<file path="config.mk">
export PLATFORM = sky130hd
export DESIGN_NAME = fft_frame_arbiter
export DESIGN_NICKNAME = d
export VERILOG_FILES = /design/src/rtl/fft_ctrl_pkg.sv /design/src/rtl/fft_rr_arb2.sv /design/src/rtl/fft_frame_arbiter.sv
export SDC_FILE = /design/constraint.sdc
export NUM_CORES = 1
export LEC_CHECK = 0
export CAP_MARGIN = 20
export CORE_MARGIN = 4
export CORE_UTILIZATION = 23
export CTS_BUF_LIST = sky130_fd_sc_hd__clkbuf_8 sky130_fd_sc_hd__clkbuf_16
export DETAILED_ROUTE_END_ITERATION = 7
export HOLD_SLACK_MARGIN = 0.1
export PLACE_DENSITY_LB_ADDON = 0.05
export SLEW_MARGIN = 20
export SYNTH_ARGS = -nofsm -noshare
export SYNTH_HDL_FRONTEND = slang
export SYNTH_HIERARCHICAL = 1
export SYNTH_SLANG_ARGS = --single-unit
</file>
<file path="constraint.sdc">
create_clock -name s00_axi_aclk -period 1.8 [get_ports s00_axi_aclk]
set_input_delay 0.27 -clock s00_axi_aclk [delete_from_list [all_inputs] [get_ports s00_axi_aclk]]
set_output_delay 0.27 -clock s00_axi_aclk [all_outputs]
set_load 0.05 [all_outputs]
</file>
<file path="src/rtl/fft_ctrl_pkg.sv">
// Shared definitions for the FFT frame scheduler: FSM encoding, requester id type, round-robin helper.
// Latency: n/a (types and pure functions only).
// Backpressure: n/a.
package fft_ctrl_pkg;

    localparam int FFT_CTRL_ID_W = 1;

    localparam logic [1:0] FSM_IDLE  = 2'd0;
    localparam logic [1:0] FSM_LOAD  = 2'd1;
    localparam logic [1:0] FSM_START = 2'd2;
    localparam logic [1:0] FSM_DRAIN = 2'd3;

    typedef enum logic [1:0] {
        IDLE  = FSM_IDLE,
        LOAD  = FSM_LOAD,
        START = FSM_START,
        DRAIN = FSM_DRAIN
    } fsm_state_t;

    typedef logic [FFT_CTRL_ID_W-1:0] req_id_t;

    // A contested pick goes to whichever requester was not served last.
    function automatic req_id_t rr_pick(input logic [1:0] req, input req_id_t last_id);
        req_id_t id;
        id = '0;
        case (req)
            2'b01:   id = 1'b0;
            2'b10:   id = 1'b1;
            2'b11:   id = ~last_id;
            default: id = '0;
        endcase
        return id;
    endfunction

endpackage

</file>
<file path="src/rtl/fft_rr_arb2.sv">
// Two-way round-robin picker for whole-frame grants.
// Latency: purely combinational.
// Backpressure: none; the caller decides when a pick is taken.
module fft_rr_arb2
    import fft_ctrl_pkg::*;
(
    input  logic [1:0] req,
    input  req_id_t    last_grant,
    output logic       gnt_valid,
    output req_id_t    gnt_id
);

    always_comb begin
        gnt_valid = |req;
        gnt_id    = rr_pick(req, last_grant);
    end

endmodule

</file>
<file path="src/rtl/fft_frame_arbiter.sv">
// Shares one fft core between two stream requesters, one whole frame per grant, results tagged by id.
// Latency: grant one cycle after tvalid seen idle; data paths combinational; start one cycle after last beat.
// Backpressure: tready passed straight through in LOAD/DRAIN; no buffering, so stalls hold the FSM in place.
module fft_frame_arbiter
    import fft_ctrl_pkg::*;
#(
    parameter int SIZE       = 2,
    parameter int DATA_WIDTH = 32
) (
    input  logic                  s00_axi_aclk,
    input  logic                  s00_axi_aresetn,

    input  logic                  s00_axis_tvalid,
    output logic                  s00_axis_tready,
    input  logic [DATA_WIDTH-1:0] s00_axis_tdata,
    input  logic                  s00_axis_tlast,

    input  logic                  s01_axis_tvalid,
    output logic                  s01_axis_tready,
    input  logic [DATA_WIDTH-1:0] s01_axis_tdata,
    input  logic                  s01_axis_tlast,

    output logic                  fft_axis_tvalid,
    input  logic                  fft_axis_tready,
    output logic [DATA_WIDTH-1:0] fft_axis_tdata,
    output logic                  fft_axis_tlast,

    output logic                  fft_start,

    input  logic                  fft_res_tvalid,
    output logic                  fft_res_tready,
    input  logic [DATA_WIDTH-1:0] fft_res_tdata,
    input  logic                  fft_res_tlast,

    output logic                  m00_axis_tvalid,
    input  logic                  m00_axis_tready,
    output logic [DATA_WIDTH-1:0] m00_axis_tdata,
    output logic                  m00_axis_tlast,
    output logic                  m00_axis_tdest,

    output logic                  busy,
    output logic                  err_len
);

    localparam int                CNT_W    = $clog2(SIZE);
    localparam logic [CNT_W-1:0]  CNT_LAST = CNT_W'(SIZE - 1);

    fsm_state_t        state_q,      state_d;
    req_id_t           grant_q,      grant_d;
    req_id_t           last_grant_q, last_grant_d;
    logic [CNT_W-1:0]  cnt_q,        cnt_d;
    logic              err_len_q,    err_len_d;

    logic              arb_vld;
    req_id_t           arb_id;

    logic              sel_vld;
    logic [DATA_WIDTH-1:0] sel_dat;
    logic              sel_last;
    logic              in_load;
    logic              in_drain;
    logic              beat_last;
    logic              in_acc;
    logic              res_acc;

    fft_rr_arb2 u_arb (
        .req        ({s01_axis_tvalid, s00_axis_tvalid}),
        .last_grant (last_grant_q),
        .gnt_valid  (arb_vld),
        .gnt_id     (arb_id)
    );

    always_comb begin
        sel_vld   = grant_q[0] ? s01_axis_tvalid : s00_axis_tvalid;
        sel_dat   = grant_q[0] ? s01_axis_tdata  : s00_axis_tdata;
        sel_last  = grant_q[0] ? s01_axis_tlast  : s00_axis_tlast;
        in_load   = (state_q == LOAD);
        in_drain  = (state_q == DRAIN);
        beat_last = (cnt_q == CNT_LAST);
        in_acc    = in_load && sel_vld && fft_axis_tready;
        res_acc   = in_drain && fft_res_tvalid && m00_axis_tready;
    end

    always_comb begin
        state_d      = state_q;
        grant_d      = grant_q;
        last_grant_d = last_grant_q;
        cnt_d        = cnt_q;
        err_len_d    = err_len_q;

        case (state_q)
            IDLE: begin
                if (arb_vld) begin
                    grant_d = arb_id;
                    cnt_d   = '0;
                    state_d = LOAD;
                end
            end
            LOAD: begin
                if (in_acc) begin
                    // Frame length is fixed at SIZE; tlast only feeds the error flag.
                    if (sel_last != beat_last) begin
                        err_len_d = 1'b1;
                    end
                    if (beat_last) begin
                        cnt_d   = '0;
                        state_d = START;
                    end else begin
                        cnt_d = cnt_q + CNT_W'(1);
                    end
                end
            end
            START: begin
                state_d = DRAIN;
            end
            DRAIN: begin
                if (res_acc && fft_res_tlast) begin
                    last_grant_d = grant_q;
                    state_d      = IDLE;
                end
            end
            default: begin
                state_d = IDLE;
            end
        endcase
    end

    always_ff @(posedge s00_axi_aclk or negedge s00_axi_aresetn) begin
        if (!s00_axi_aresetn) begin
            state_q      <= IDLE;
            grant_q      <= 1'b0;
            last_grant_q <= 1'b1;
            cnt_q        <= '0;
            err_len_q    <= 1'b0;
        end else begin
            state_q      <= state_d;
            grant_q      <= grant_d;
            last_grant_q <= last_grant_d;
            cnt_q        <= cnt_d;
            err_len_q    <= err_len_d;
        end
    end

    always_comb begin
        s00_axis_tready = in_load && (grant_q == 1'b0) && fft_axis_tready;
        s01_axis_tready = in_load && (grant_q == 1'b1) && fft_axis_tready;

        fft_axis_tvalid = in_load && sel_vld;
        fft_axis_tdata  = in_load ? sel_dat : '0;
        fft_axis_tlast  = in_load && beat_last;

        fft_start       = (state_q == START);

        fft_res_tready  = in_drain && m00_axis_tready;
        m00_axis_tvalid = in_drain && fft_res_tvalid;
        m00_axis_tdata  = in_drain ? fft_res_tdata : '0;
        m00_axis_tlast  = in_drain && fft_res_tlast;
        m00_axis_tdest  = in_drain ? grant_q[0] : 1'b0;

        busy            = (state_q != IDLE);
        err_len         = err_len_q;
    end

endmodule
</file>
## Word level (Yosys, flattened, before mapping)

Index checks and enable logic that the tools add are counted.

- Flip-flop bits (word level): 6
- Input port bits: 106
- Word-level logic and storage cells: 55

- Add/subtract/negate cells: 1
- Equality and inequality tests: 10
- Mux-type cells: 16
- Bitwise operators: 2
- Reductions and logical operators: 21

Operators by type and width:

| kind | count |
|---|---|
| $mux 32 | 3 |
| $logic_and 1x1->1 | 12 |
| $eq 2x2->1 const B | 4 |
| $mux 2 | 4 |
| $pmux 2 s4 | 1 |
| $mux 1 | 6 |
| $reduce_and 3->1 | 2 |
| $ne 2x1->1 const B | 2 |
| $ne 2x2->1 const B | 2 |
| $pmux 1 s2 | 2 |
| $reduce_and 2->1 | 2 |
| $reduce_and 4->1 | 1 |
| $reduce_bool 2->1 | 2 |
| $eq 2x1->1 const B | 1 |
| $logic_not 2->1 | 1 |
| $not 1->1 | 2 |
| $reduce_or 2->1 | 1 |
| $add 1x1->1 const B | 1 |
| $ne 1x1->1 | 1 |

## Depth between registers and ports, before layout

- Word-level depth: 6
- Mapped depth: 6
- Gate-level depth less buffers: 6

## Modules after synthesis

Netlist, hierarchy kept.

Modules (own cells, without submodules):

| module | instances | cells each | area each (um^2) | seq. area each (um^2) |
|---|---|---|---|---|
| fft_frame_arbiter | 1 | 154 | 1133.6 | 151.4 |
| fft_rr_arb2 | 1 | 2 | 13.8 | 0.0 |

## Least setup slack after synthesis

No wires, ideal clock.

- Kind: flip-flop to output port
- Start point: register state_q[1]
- End point: output port fft_axis_tdata[10]
- Data arrival time: 1.689 ns
- Data required time: 1.530 ns
- Path slack: -0.159 ns
- Stages on the path, launching flop included: 6
- Path through: dfrtp_1 inv_1 ha_1 inv_2 clkbuf_1 nor2_1

- Word-level cells in the longest chain between the ends: 2

RTL lines:

| element | line | text |
|---|---|---|
| from (decl) | fft_frame_arbiter.sv:48 | `fsm_state_t state_q, state_d;` |
| from (signal assigned) | fft_frame_arbiter.sv:136 | `state_q <= state_d;` |
| $eq 2x1->1 | fft_frame_arbiter.sv:77 | `in_load = (state_q == LOAD);` |
| $mux 32 | fft_frame_arbiter.sv:149 | `fft_axis_tdata = in_load ? sel_dat : '0;` |
| to (decl) | fft_frame_arbiter.sv:25 | `output logic [DATA_WIDTH-1:0] fft_axis_tdata,` |

No other way between the ends.

## Final worst setup path

- Start point: register grant_q
- End point: output port fft_axis_tdata[29]

- Word-level cells in the longest chain between the ends: 2

RTL lines:

| element | line | text |
|---|---|---|
| from (decl) | fft_frame_arbiter.sv:49 | `req_id_t grant_q, grant_d;` |
| from (signal assigned) | fft_frame_arbiter.sv:137 | `grant_q <= grant_d;` |
| $mux 32 | fft_frame_arbiter.sv:75 | `sel_dat = grant_q[0] ? s01_axis_tdata : s00_axis_tdata;` |
| $mux 32 | fft_frame_arbiter.sv:149 |  |

No other way between the ends.

==> flow_summary.toml <==
[status]
status = "completed"

[yosys]
synthArstFlopShare = 1.00
synth_ff_type = "dfrtp_1"
syn-num-nets = 267
syn_area_mm2 = 0.00115
synth_edf_count = 0
synth_largest_area_cell = "mux2i_1"
synth-warning-count = 6
netlist_top_cells_area = "mux2i_1 (30%), and2_1 (21%), nor2_1 (11%)"
synth_top_cell_area_share = 0.297
ys_types = 27
syn_area_per_cell_um2 = 7.35
synthCells = 156
yosys.cell_count.top_type = "and2_1"
synth.yosys.seq_area_share = 0.132
ys_ff_latch = 6
synth_commonest_cells = "and2_1 (38), nor2_1 (35), mux2i_1 (34)"

[critical_path]
cpPeakStageDelay_ns = 0.40
crit_arrival_ns = 1.48
critical_path.endpoint_type = "output pin"
crit_slowest_cell = "dfrtp_2"
critical_path_class = "reg -> out"
path_cells = "buf_4, mux2i_1, nor2_4, buf_12"
start_kind = "flop"
critical_path_required_ns = 1.53
cp_max_fo = 12

[worst_hold_path]
hp-class = "in -> async"

[drt]
vias = 1882
first_pass_iters = 4
final_antenna_net_count = 0
vias_per_cell = 4.59
drt_iter0_drc = 42
wirelength_um = 7910
avgRoutedWirePerCell_um = 19.3
drc_errors = 0

[pwr]
p_leak_nw = 1.68
comb_power_share = 0.929
irDropWorstVdd_mv = 0.944
p_seq_frac = 0.041
internal_power_mw = 3.35
p_clk_frac = 0.030
switching_share = 0.519
p_sw_mw = 3.62
power_density_mw_per_mm2 = 1690

[sta]
post-route-period-util = 0.974
slew_violations = 0
worstMarginPinSlew_ns = 0.489
skew_ns = 0.00676
hold_viol = 0
fin_crit_ns = 1.75
relSlewSlack = 0.673
finalSetupViolCount = 0
fmax_mhz = 571
setup_tns_ns = 0
setup_slack_ns = 0.0473

[global_routing]
gr-total-overflow = 0
grt_first_pass_wirelength_um = 11100
antenna_found_initial = 1
grt_pass1_vias = 2139
grt_max_degree = 35
track_usage = 0.235

[cells_and_area]
multiInputGateArea_mm2 = 0.00117
syn2layout_area_growth_pct = 260
nNetsFinal = 454
drive_gt1_frac = 0.380
fill_cells = 224
final_core_util = 0.863
ff_latch_area_um2 = 153
design_area_mm2 = 0.00413

[clock_tree]
cts_sinks = 6
cts_tree = "yes"
cts_htree_levels = 1
path_clk_slew_ns = 0.04
worstSkewPairLatency_ns = 0.23
numCtsBuffers = 3
cts_buffer_depth = 2
clockRootBuffer = "clkbuf_8"

[floorplan]
num_io_pins = 181
rows = 25
die_area_mm2 = 0.00618
fp.dieW_um = 78.6
dieHeight_um = 78.6
start_util = 0.240
core_area_mm2 = 0.00479

[place]
portBuffers = 180
gp_congestion = 0.845
post_dp_cell_area_mm2 = 0.00380
dp_hpwl_um = 6140
place_ws_ns = -0.0178

[job]
cap_viol_max_count = 0
==> path summary, 6_finish.rpt <==
check	startpoint	to	slack, ns	depth (start not counted)
worst max-delay path	grant_q	fft_axis_tdata[29]	0.05	4
worst min-delay path	s00_axi_aresetn	beat_last	0.29	1
worst max register to register	state_q[0]	state_q[1]	0.11	6
worst min register to register	err_len	err_len	0.46	1
max in group asynchronous	s00_axi_aresetn	last_grant_q	1.22	1
min in group s00_axi_aclk	err_len	err_len	0.46	1
==> per-stage QoR <==
| step | std cells | power [mW] | hold WS [ns] |
|---|---|---|---|
| 6_report | 410 | 6.97 | 0.293 |
| 5_1_grt | 410 | 7.22 | 0.312 |
| 4_1_cts | 409 | 6.75 | 0.309 |
| 3_5_place_dp | 403 | 6.13 | 0.455 |
| 3_3_place_gp | 403 | 6.08 | 0.460 |
| 2_1_floorplan | 156 | 3.25 | -0.0256 |
==> sequential cells by signal, summed over array words and instances (netlist names) <==
signal and count:
beat_last 1, last_grant_q 1, err_len 1, grant_q 1, state_q 2
==> cell families (layout without fill, tap and decap cells) <==
family                     after synthesis  count (layout)  synth area share
and+or+nand+nor                         84              84             0.371
muxes                                   38              38             0.339
buffers and inverters                   15             201            0.0534
AOI/OAI and AO/OA                        7               7            0.0425
DFF                                      6               6             0.132
adders and majority gates                5               5            0.0545
xor gates and xnor gates                 1               1           0.00763
other                                    0               1                 0
==> layer usage <==
layer	vias to the layer above	wire length, µm	GRT usage
li1	888	-	-
met1	909	2510	0.225
met2	75	4530	0.462
met3	10	727	0.101
met4	0	137	0.0455
met5	-	0	0
==> cells in the final DEF, fill, tap and decap left out, drive strengths merged, types with 2 or more instances in the layout <==
cell type	synthesis	layout
dfrtp	5	5
o21ai	2	2
clkdlybuf4s50	0	106
nand2	4	4
clkbuf	7	3
inv	4	5
nor2	35	35
mux2	4	4
ha	5	5
buf	4	87
nand3	2	2
mux2i	34	34
and2	38	38
==> repair_timing <==
action,4_1_cts,5_1_grt
setup buffers,1,0
cloned,1,0
setup endpoints to repair,43,62
endpoints found under the hold margin,0,0
hold buffers,0,0
pin swaps,0,1
gates resized for setup,45,23
==> critical path: cells and delay by family (launching register included) <==
family	cells	cell delay, ns
simple gates	1	0.06
buf+inv	2	0.40
flops	1	0.40
mux	1	0.38
==> area by class of cell <==
| class | count | area share |
|---|---|---|
| inverter | 4 | 0.00424 |
| clock buffer | 3 | 0.00999 |
| sequential | 6 | 0.0369 |
| clock inverter | 1 | 0.000909 |
| tap | 67 | 0.0203 |
| timing repair buffer | 193 | 0.644 |
| antenna | 1 | 0.000606 |
| multi-input combinational | 135 | 0.283 |
==> power by group through the flow <==
stage / Clock, mW / Sequential [mW] / Combinational [mW]
floorplan: 0 / 0.291 / 2.96
global placement: 0 / 0.274 / 5.80
detailed placement: 0 / 0.278 / 5.86
CTS: 0.216 / 0.278 / 6.26
global route: 0.222 / 0.295 / 6.71
finish: 0.212 / 0.286 / 6.47
(Power assumes the default switching activity.)
